===== src/rtl/pre_mem_stage_pkg.sv =====
// Shared definitions for the pre-memory stage: bus layouts, widths, opcode bit order, excodes.
// Latency: none (types and pure functions only).
// Backpressure: n/a. Optional PMS_ADDR_EXC_EN adds per-instruction ex/excode to the memory-stage bus.
package pre_mem_stage_pkg;

    localparam int LD_LB  = 0;
    localparam int LD_LBU = 1;
    localparam int LD_LH  = 2;
    localparam int LD_LHU = 3;
    localparam int LD_LW  = 4;
    localparam int LD_LWL = 5;
    localparam int LD_LWR = 6;

    localparam int ST_SB  = 0;
    localparam int ST_SH  = 1;
    localparam int ST_SW  = 2;
    localparam int ST_SWL = 3;
    localparam int ST_SWR = 4;

    localparam logic [4:0] EXC_ADEL = 5'd4;
    localparam logic [4:0] EXC_ADES = 5'd5;

    typedef struct packed {
        logic [6:0]  load_type;
        logic [4:0]  store_type;
        logic        res_from_mem;
        logic        mem_we;
        logic        gr_we;
        logic [4:0]  dest;
        logic [31:0] rt_value;
        logic [31:0] alu_result;
        logic [31:0] pc;
    } inst_t;

    typedef struct packed {
        logic  inst2_valid;
        inst_t i2;
        inst_t i1;
    } es_bus_t;

    typedef struct packed {
        logic [6:0]  load_type;
        logic        res_from_mem;
        logic        mem_we;
        logic        gr_we;
        logic [4:0]  dest;
        logic [1:0]  offset;
        logic [31:0] alu_result;
        logic [31:0] pc;
`ifdef PMS_ADDR_EXC_EN
        logic        ex;
        logic [4:0]  excode;
`endif
    } ms_inst_t;

    typedef struct packed {
        logic     inst2_valid;
        ms_inst_t i2;
        ms_inst_t i1;
    } pms_bus_t;

    typedef struct packed {
        logic        res_from_mem;
        logic        gr_we;
        logic [4:0]  dest;
        logic [31:0] alu_result;
    } fwd_inst_t;

    typedef struct packed {
        logic      valid;
        fwd_inst_t i2;
        fwd_inst_t i1;
    } fwd_bus_t;

    localparam int ES_TO_PMS_BUS_WD   = $bits(es_bus_t);
    localparam int PMS_TO_MS_BUS_WD   = $bits(pms_bus_t);
    localparam int PMS_FORWARD_BUS_WD = $bits(fwd_bus_t);

    function automatic logic misaligned(inst_t i);
        return ((i.load_type[LD_LH] | i.load_type[LD_LHU] | i.store_type[ST_SH]) & i.alu_result[0]) |
               ((i.load_type[LD_LW] | i.store_type[ST_SW]) & (|i.alu_result[1:0]));
    endfunction

    // A faulting instruction keeps travelling but loses every side effect.
    function automatic ms_inst_t to_ms(inst_t i, logic ex);
        ms_inst_t m;
        m.load_type    = i.load_type;
        m.res_from_mem = i.res_from_mem & ~ex;
        m.mem_we       = i.mem_we & ~ex;
        m.gr_we        = i.gr_we & ~ex;
        m.dest         = i.dest;
        m.offset       = i.alu_result[1:0];
        m.alu_result   = i.alu_result;
        m.pc           = i.pc;
`ifdef PMS_ADDR_EXC_EN
        m.ex           = ex;
        m.excode       = i.mem_we ? EXC_ADES : EXC_ADEL;
`endif
        return m;
    endfunction

endpackage


===== src/rtl/pre_mem_stage_store_align.sv =====
// Store lane alignment: store_type/offset/rt -> byte strobes and lane-aligned write data.
// Latency: combinational.
// Backpressure: none; non-store inputs yield wstrb = 0, wdata = 0.
module pms_store_align
    import pre_mem_stage_pkg::*;
(
    input  logic [4:0]  store_type,
    input  logic [1:0]  off,
    input  logic [31:0] rt,
    output logic [3:0]  wstrb,
    output logic [31:0] wdata
);

    always_comb begin
        wstrb = 4'b0000;
        wdata = 32'h0;
        if (store_type[ST_SB]) begin
            wstrb = 4'b0001 << off;
            wdata = {4{rt[7:0]}};
        end else if (store_type[ST_SH]) begin
            wstrb = off[1] ? 4'b1100 : 4'b0011;
            wdata = {2{rt[15:0]}};
        end else if (store_type[ST_SW]) begin
            wstrb = 4'b1111;
            wdata = rt;
        end else if (store_type[ST_SWL]) begin
            case (off)
                2'd0:    begin wstrb = 4'b0001; wdata = {24'b0, rt[31:24]}; end
                2'd1:    begin wstrb = 4'b0011; wdata = {16'b0, rt[31:16]}; end
                2'd2:    begin wstrb = 4'b0111; wdata = {8'b0,  rt[31:8]};  end
                default: begin wstrb = 4'b1111; wdata = rt;                 end
            endcase
        end else if (store_type[ST_SWR]) begin
            case (off)
                2'd0:    begin wstrb = 4'b1111; wdata = rt;                 end
                2'd1:    begin wstrb = 4'b1110; wdata = {rt[23:0], 8'b0};  end
                2'd2:    begin wstrb = 4'b1100; wdata = {rt[15:0], 16'b0}; end
                default: begin wstrb = 4'b1000; wdata = {rt[7:0],  24'b0}; end
            endcase
        end
    end

endmodule


===== src/rtl/pre_mem_stage.sv =====
// Dual-issue pre-memory stage: registers the execute bundle, issues up to two dcache requests.
// Latency: 1 cycle best case (addr_ok in the request cycle); requests only while ms_allowin.
// Backpressure: holds the bundle until both requests are accepted and ms_allowin; PMS_ADDR_EXC_EN adds alignment faults.
module pre_mem_stage
    import pre_mem_stage_pkg::*;
(
    input  logic                          clk,
    input  logic                          resetn,
    input  logic                          ms_allowin,
    output logic                          pms_allowin,
    input  logic                          es_to_pms_valid,
    input  logic [ES_TO_PMS_BUS_WD-1:0]   es_to_pms_bus,
    output logic                          pms_to_ms_valid,
    output logic [PMS_TO_MS_BUS_WD-1:0]   pms_to_ms_bus,
    output logic [PMS_FORWARD_BUS_WD-1:0] pms_forward_bus,
    output logic                          data_cache_valid_01,
    output logic                          data_cache_op_01,
    output logic [31:0]                   data_cache_addr_01,
    output logic [3:0]                    data_cache_wstrb_01,
    output logic [31:0]                   data_cache_wdata_01,
    input  logic                          data_cache_addr_ok_01,
    output logic                          data_cache_valid_02,
    output logic                          data_cache_op_02,
    output logic [31:0]                   data_cache_addr_02,
    output logic [3:0]                    data_cache_wstrb_02,
    output logic [31:0]                   data_cache_wdata_02,
    input  logic                          data_cache_addr_ok_02
);

    es_bus_t  bus_r;
    inst_t    i1, i2;
    logic     pms_valid, req_done_1, req_done_2;
    logic     ex_1, ex_2, inst2_valid;
    logic     mem_op_1, mem_op_2, inst_ready_1, inst_ready_2, pms_ready_go;
    ms_inst_t ms1, ms2;
    pms_bus_t ms_bus;
    fwd_bus_t fwd;

    assign i1 = bus_r.i1;
    assign i2 = bus_r.i2;

`ifdef PMS_ADDR_EXC_EN
    // A faulting inst1 squashes inst2 entirely.
    assign ex_1        = misaligned(i1);
    assign ex_2        = bus_r.inst2_valid & misaligned(i2);
    assign inst2_valid = bus_r.inst2_valid & ~ex_1;
`else
    assign ex_1        = 1'b0;
    assign ex_2        = 1'b0;
    assign inst2_valid = bus_r.inst2_valid;
`endif

    assign mem_op_1 = (i1.res_from_mem | i1.mem_we) & ~ex_1;
    assign mem_op_2 = inst2_valid & (i2.res_from_mem | i2.mem_we) & ~ex_2;

    assign data_cache_valid_01 = pms_valid & mem_op_1 & ~req_done_1 & ms_allowin;
    assign data_cache_valid_02 = pms_valid & mem_op_2 & ~req_done_2 & ms_allowin;
    assign data_cache_op_01    = i1.mem_we;
    assign data_cache_op_02    = i2.mem_we;
    assign data_cache_addr_01  = {i1.alu_result[31:2], 2'b00};
    assign data_cache_addr_02  = {i2.alu_result[31:2], 2'b00};

    pms_store_align u_align_01 (
        .store_type (i1.store_type),
        .off        (i1.alu_result[1:0]),
        .rt         (i1.rt_value),
        .wstrb      (data_cache_wstrb_01),
        .wdata      (data_cache_wdata_01)
    );

    pms_store_align u_align_02 (
        .store_type (i2.store_type),
        .off        (i2.alu_result[1:0]),
        .rt         (i2.rt_value),
        .wstrb      (data_cache_wstrb_02),
        .wdata      (data_cache_wdata_02)
    );

    assign inst_ready_1    = ~mem_op_1 | req_done_1 | data_cache_addr_ok_01;
    assign inst_ready_2    = ~mem_op_2 | req_done_2 | data_cache_addr_ok_02;
    assign pms_ready_go    = inst_ready_1 & inst_ready_2;
    assign pms_allowin     = ~pms_valid | (pms_ready_go & ms_allowin);
    assign pms_to_ms_valid = pms_valid & pms_ready_go;

    assign ms1 = to_ms(i1, ex_1);
    assign ms2 = to_ms(i2, ex_2);

    always_comb begin
        ms_bus.inst2_valid = inst2_valid;
        ms_bus.i1          = ms1;
        ms_bus.i2          = ms2;
    end
    assign pms_to_ms_bus = ms_bus;

    always_comb begin
        fwd.valid           = pms_valid;
        fwd.i1.res_from_mem = ms1.res_from_mem;
        fwd.i1.gr_we        = ms1.gr_we;
        fwd.i1.dest         = i1.dest;
        fwd.i1.alu_result   = i1.alu_result;
        fwd.i2.res_from_mem = ms2.res_from_mem;
        fwd.i2.gr_we        = ms2.gr_we & inst2_valid;
        fwd.i2.dest         = i2.dest;
        fwd.i2.alu_result   = i2.alu_result;
    end
    assign pms_forward_bus = fwd;

    always_ff @(posedge clk or negedge resetn) begin
        if (!resetn) begin
            pms_valid  <= 1'b0;
            req_done_1 <= 1'b0;
            req_done_2 <= 1'b0;
        end else begin
            if (pms_allowin) begin
                pms_valid <= es_to_pms_valid;
            end
            if (es_to_pms_valid && pms_allowin) begin
                req_done_1 <= 1'b0;
                req_done_2 <= 1'b0;
            end else begin
                if (data_cache_valid_01 && data_cache_addr_ok_01) req_done_1 <= 1'b1;
                if (data_cache_valid_02 && data_cache_addr_ok_02) req_done_2 <= 1'b1;
            end
        end
    end

    // Payload needs no reset: it is only observed while pms_valid is set.
    always_ff @(posedge clk) begin
        if (es_to_pms_valid && pms_allowin) begin
            bus_r <= es_to_pms_bus;
        end
    end

endmodule


===== config.mk =====
export PLATFORM = sky130hd
export DESIGN_NAME = pre_mem_stage
export DESIGN_NICKNAME = d
export VERILOG_FILES = /design/src/rtl/pre_mem_stage_pkg.sv /design/src/rtl/pre_mem_stage_store_align.sv /design/src/rtl/pre_mem_stage.sv
export SDC_FILE = /design/constraint.sdc
export NUM_CORES = 1
export LEC_CHECK = 0
export CAP_MARGIN = 10
export CORE_AREA = 4 4 240 242
export CTS_BUF_LIST = sky130_fd_sc_hd__clkbuf_4 sky130_fd_sc_hd__clkbuf_8
export DETAILED_ROUTE_END_ITERATION = 10
export DIE_AREA = 0 0 244 246
export GPL_ROUTABILITY_DRIVEN = 0
export MAX_ROUTING_LAYER = met4
export SETUP_SLACK_MARGIN = 0.3
export SKIP_LAST_GASP = 1
export SLEW_MARGIN = 20
export SYNTH_ARGS = -nofsm -noshare
export SYNTH_HDL_FRONTEND = slang
export SYNTH_HIERARCHICAL = 1
export SYNTH_SLANG_ARGS = --single-unit

===== constraint.sdc =====
create_clock -name clk -period 3.8 [get_ports clk]
set_clock_uncertainty 0.05 [all_clocks]
set_input_delay 0.57 -clock clk [delete_from_list [all_inputs] [get_ports clk]]
set_output_delay 0.57 -clock clk [all_outputs]
set_load 0.05 [all_outputs]

# Word level (Yosys, flattened, before mapping)
# Index checks and enable logic that the tools add are counted.
[word_totals]
register_bits = 236
latchBits = 0
ram_bits = 0
romBits = 0
in_bits = 239
output_inout_bits = 384
word_cells = 92
memories = 0
[classes]
addsub = 0
n_mul = 0
div = 0
n_lt_le_gt_ge = 0
n_eq_ne = 4
shifts = 2
mux = 34
bitwise_logic = 23
reduce_logical = 7
[ops]
columns = ["operator", "n"]
rows = [
  ["$pmux 32 s3", 4],
  ["$mux 32", 10],
  ["$mux 4", 12],
  ["$pmux 4 s3", 2],
  ["$pmux 3 s3", 2],
  ["$and 1x1->1", 11],
  ["$shl 1x2->4 const A", 2],
  ["$or 1x1->1", 7],
  ["$not 1->1", 5],
  ["$eq 2x1->1 const B", 2],
  ["$eq 2x2->1 const B", 2],
  ["$logic_not 2->1", 2],
  ["$mux 1", 4],
  ["$reduce_bool 2->1", 2],
  ["$logic_and 1x1->1", 3],
]

# Logic depth before layout (Yosys ltp)
[depth]
depth_word = 10
ltp_mapped = 7
ltp_nobuf = 4

# Cells and area by module
# Netlist, hierarchy kept.
[modules_own_cells]
columns = ["mod", "n_inst", "cells_each", "area_per_inst_um2"]
rows = [
  ["pre_mem_stage", 1, 567, 9525.4],
  ["pms_store_align", 2, 161, 1204.9],
]

# Worst setup path after synthesis
# OpenSTA, ideal clock, no wires.
[synth_path]
path_kind = "register to register"
startpoint = "reg bus_r, in the netlist data_cache_op_02"
endpoint = "reg bus_r[104] (netlist name), enable pin"
setup_ns = 0.493
arrival_time_ns = 3.793
slack_ns = -0.536
path_stages_with_launch = 5
path_buffers = 1
synth_period_minus_slack_ns = 4.336
cell_sequence = "edfxtp_1 > nor2_1 > or4b_1 > buf_2 > a21o_2"
[synth_via]
elab_chain_cells = 9
[synth_rtl]
columns = ["element", "line", "source"]
rows = [
  ["start, declared", "pre_mem_stage.sv:30", "es_bus_t bus_r;"],
  ["start signal, assigned", "pre_mem_stage.sv:130", "bus_r <= es_to_pms_bus;"],
  ["$or 1x1->1", "pre_mem_stage.sv:54", "assign mem_op_2 = inst2_valid & (i2.res_from_mem | i2.mem_we) & ~ex_2;"],
  ["$and 1x1->1", "pre_mem_stage.sv:54", ""],
  ["$not 1->1", "pre_mem_stage.sv:80", "assign inst_ready_2 = ~mem_op_2 | req_done_2 | data_cache_addr_ok_02;"],
  ["$or 1x1->1 (2 in series)", "pre_mem_stage.sv:80", ""],
  ["$and 1x1->1", "pre_mem_stage.sv:81", "assign pms_ready_go = inst_ready_1 & inst_ready_2;"],
  ["$and 1x1->1", "pre_mem_stage.sv:82", "assign pms_allowin = ~pms_valid | (pms_ready_go & ms_allowin);"],
  ["$or 1x1->1", "pre_mem_stage.sv:82", ""],
  ["$logic_and 1x1->1", "pre_mem_stage.sv:129", "if (es_to_pms_valid && pms_allowin) begin"],
]
# No other way between the ends.
# A chain may end at the register's enable or synchronous reset.

# Final worst setup path
[layout_path]
startpoint = "reg bus_r[104] (netlist name)"
endpoint = "out data_cache_wdata_01[5]"
[layout_via]
elab_chain_cells = 1
[layout_rtl]
columns = ["element", "line", "source"]
rows = [
  ["$mux 32", "pre_mem_stage_store_align.sv:17", "if (store_type[ST_SB]) begin"],
  ["end, declared", "pre_mem_stage.sv:20", "output logic [31:0] data_cache_wdata_01,"],
]
# No other way between the ends.

==> reports/summary.txt <==
unrepaired setup endpoints after global routing -> false
synthesized cell area -> 11900 um^2
Yosys top cell by area -> edfxtp_1
Clock Path Buffers -> 3
Clock transition at path regs -> 0.05 ns
Final setup viols -> 0
Max stage delay on crit path -> 0.62 ns
Design Power -> 8.80 mW
Crit Path Max Fanout -> 14
Least-Margin Pin Slew -> 0.870 ns
Tot GR Track Use -> 14.4%
asr flop ratio synth -> 1.27%
number of flops mapped to enable cells by yosys -> 233
leak pwr -> 6.15 nW
FF+latch count, synth -> 236
Final Hold Violating Endpoints -> 0
Ys Warns -> 6
initial antenna violation count -> 11
CTS Buf Count -> 45
I/O Pins -> 623
Chip Height -> 246 um
Setup CP Type -> reg -> out
# rows -> 86
Net Sw Frac -> 37.5%
number of buffers added on ports -> 618
status -> finished, final reports clean
post-synth top area share -> 58.6%
post-route ant nets -> 0
CTS HTree Levels -> 2
Tmin final -> 3.37 ns
Layout Nets -> 1482
Core Region -> 55100 um^2
clock latency at the later pin of the worst-skew pair -> 0.58 ns
Slew HR -> 41.8%
Arr. time, crit path -> 2.75 ns
fill cell count -> 5592
clock share of power -> 27.2%
Hold Path Class -> in -> async
clk sinks -> 236
crit share post-route -> 88.6%
CP top delay family -> simple AND/OR/NAND/NOR gates
drt wl/cell -> 22.0 um
r2r setup slk -> 1.40 ns
first-pass GRT wire length -> 62400 um
CP Cell Sequence -> nor3_4, and2_1, a22o_1, dlygate4sd2_1
Peak VDD IR -> 0.270 mV
DR iter-0 viols -> 692
share of cells above drive strength 1 -> 13.1%
Hold Buf Count CTS -> 0
crit path buf inv count -> 1
crit start category -> flop
TNS Setup -> 0 ns
Flop pwr share -> 38.3%
die width -> 244 um
Cell variety after synth -> 49
Syn Area/Cell -> 13.4 um^2
Starting Density -> 21.7%
post-DP HPWL -> 35000 um
FF-to-FF path depth -> 4
cell area power density -> 501 nW/um^2
pin count of the biggest net entering global routing -> 93
top post-synthesis cells by area -> edfxtp_1, buf_4, mux4_2, a22o_1, a221o_1
Via density -> 4.25
Slowest-stage cell, CP -> edfxtp_1
detailed-route wire length -> 44500 um
NetSw -> 3.30 mW
via count -> 8608
vias in the first global route -> 9081
top_reg_cell synth -> edfxtp_1
WP depth -> 4
register area share after synthesis -> 59.3%
CTS tree -> done
DRT Pass-1 Iters -> 5
commonest non-fill, non-tap cells in the layout -> clkdlybuf4s50_1, edfxtp_1, buf_4, clkbuf_8, nand2_1
Pint -> 5.50 mW
die area -> 60000 um^2
most common cell after layout, fill and taps aside -> clkdlybuf4s50_1
Critical Path End Type -> output port
max-slew violations -> 0
area added between synthesis and finish -> 47.3%
Max-Cap Viols -> 0
# DRC -> 0
Logic pwr share -> 34.4%
grt total ovfl -> 0
Crit path required time -> 3.18 ns
Post-Synthesis Cells -> 889
CTS root buf -> clkbuf_8
maximum clock rate -> 297 MHz
==> sequential cells by signal, summed over array words and instances (netlist names), 17 cells and up <==
register and flops:
data_cache_addr_01 30, pms_forward_bus 17, data_cache_addr_02 30, bus_r 74, pms_to_ms_bus 79
==> kinds of logic after synthesis <==
group,Yosys count,share of synthesized area (%)
and+or+nand+nor,118,5.00
buffers and inverters,346,21.0
muxes,22,3.59
DFF,236,59.3
AOI/OAI and AO/OA,166,11.2
other,1,0.0314
==> worst register-to-register path, cell delays in order (launching register included) <==
cell and delay (ns):
edfxtp_1 0.42, nor2_1 0.08, or4b_1 0.59, a21o_4 0.44, buf_12 0.30
==> metal layers <==
layer | global-route usage, % | vias up | share of wire (%)
met4 | 4.84 | 0 | 2.9
met5 | - | - | 0
li1 | - | 3757 | -
met3 | 5.52 | 73 | 11
met1 | 16.8 | 4163 | 38
met2 | 23.0 | 615 | 48
==> final timing paths <==
path                                     from                     end
setup / recovery                   bus_r[104]  data_cache_wdata_01[5]
hold / removal                         resetn              req_done_2
setup reg to reg             data_cache_op_02      pms_forward_bus[1]
hold reg to reg                    req_done_1              req_done_1
max in group asynchronous              resetn               pms_valid
min in group clk           es_to_pms_bus[200]              bus_r[200]
==> power by group through the flow <==
stage	Combinational, mW	Clock [mW]	Sequential [mW]
after floorplan	2.22	0	3.35
after global placement	3.07	0	3.42
after detailed placement	3.07	0	3.42
after CTS	3.05	2.53	3.37
after global routing	3.13	2.62	3.41
final	3.03	2.40	3.37
==> metrics by stage <==
step / cell area [um^2] / setup slack, ns / hold WS, ns / cells / util, %
2_1_floorplan: 12000 / 0.705 / 0.224 / 892 / -
3_3_place_gp: 16700 / 0.586 / 0.590 / 1942 / 30.4
3_5_place_dp: 16700 / 0.577 / 0.588 / 1942 / 30.4
4_1_cts: 17600 / 0.291 / 0.0393 / 2017 / 31.9
5_1_grt: 17600 / 0.305 / 0.0582 / 2027 / 31.9
6_report: 17600 / 0.434 / 0.120 / 2027 / 31.9
==> cell usage after synthesis, types with 2 or more instances <==
library cell	n
buf_4	309
edfxtp_1	233
nand2_1	41
a22o_1	34
nor2_1	30
a221o_1	26
o21ai_0	22
o22ai_1	18
mux4_2	16
a221oi_1	14
a21oi_1	12
buf_2	11
inv_1	10
a22oi_1	8
clkbuf_1	8
nor3_1	7
a32oi_1	6
and3_1	6
mux2_2	6
nand2b_1	6
nor2b_1	6
a32o_1	4
and2_1	4
buf_1	4
buf_6	4
nand3_1	4
dfrtp_1	3
o311a_1	3
a211oi_1	2
a21boi_0	2
a31oi_2	2
a31oi_4	2
a41oi_1	2
and4_1	2
nor3_4	2
nor3b_1	2
o211ai_1	2
o31ai_1	2
o32ai_1	2
or2_2	2
or4b_4	2
==> timing repair <==
action | CTS | global route
setup endpoints to repair | 30 | 8
gates resized for setup | 31 | 11
buffers inserted | 2 | 0
==> final cells by class <==
type,instances,area (um^2),area share (%)
antenna,10,25.0,0.142
clock buffer,61,739,4.21
clock inverter,12,100,0.569
inverter,10,37.5,0.213
multi-input combinational,310,2380,13.6
sequential,236,7070,40.2
tap,748,936,5.32
timing repair buffer,640,6290,35.8
Power figures use the tool's default switching activity.
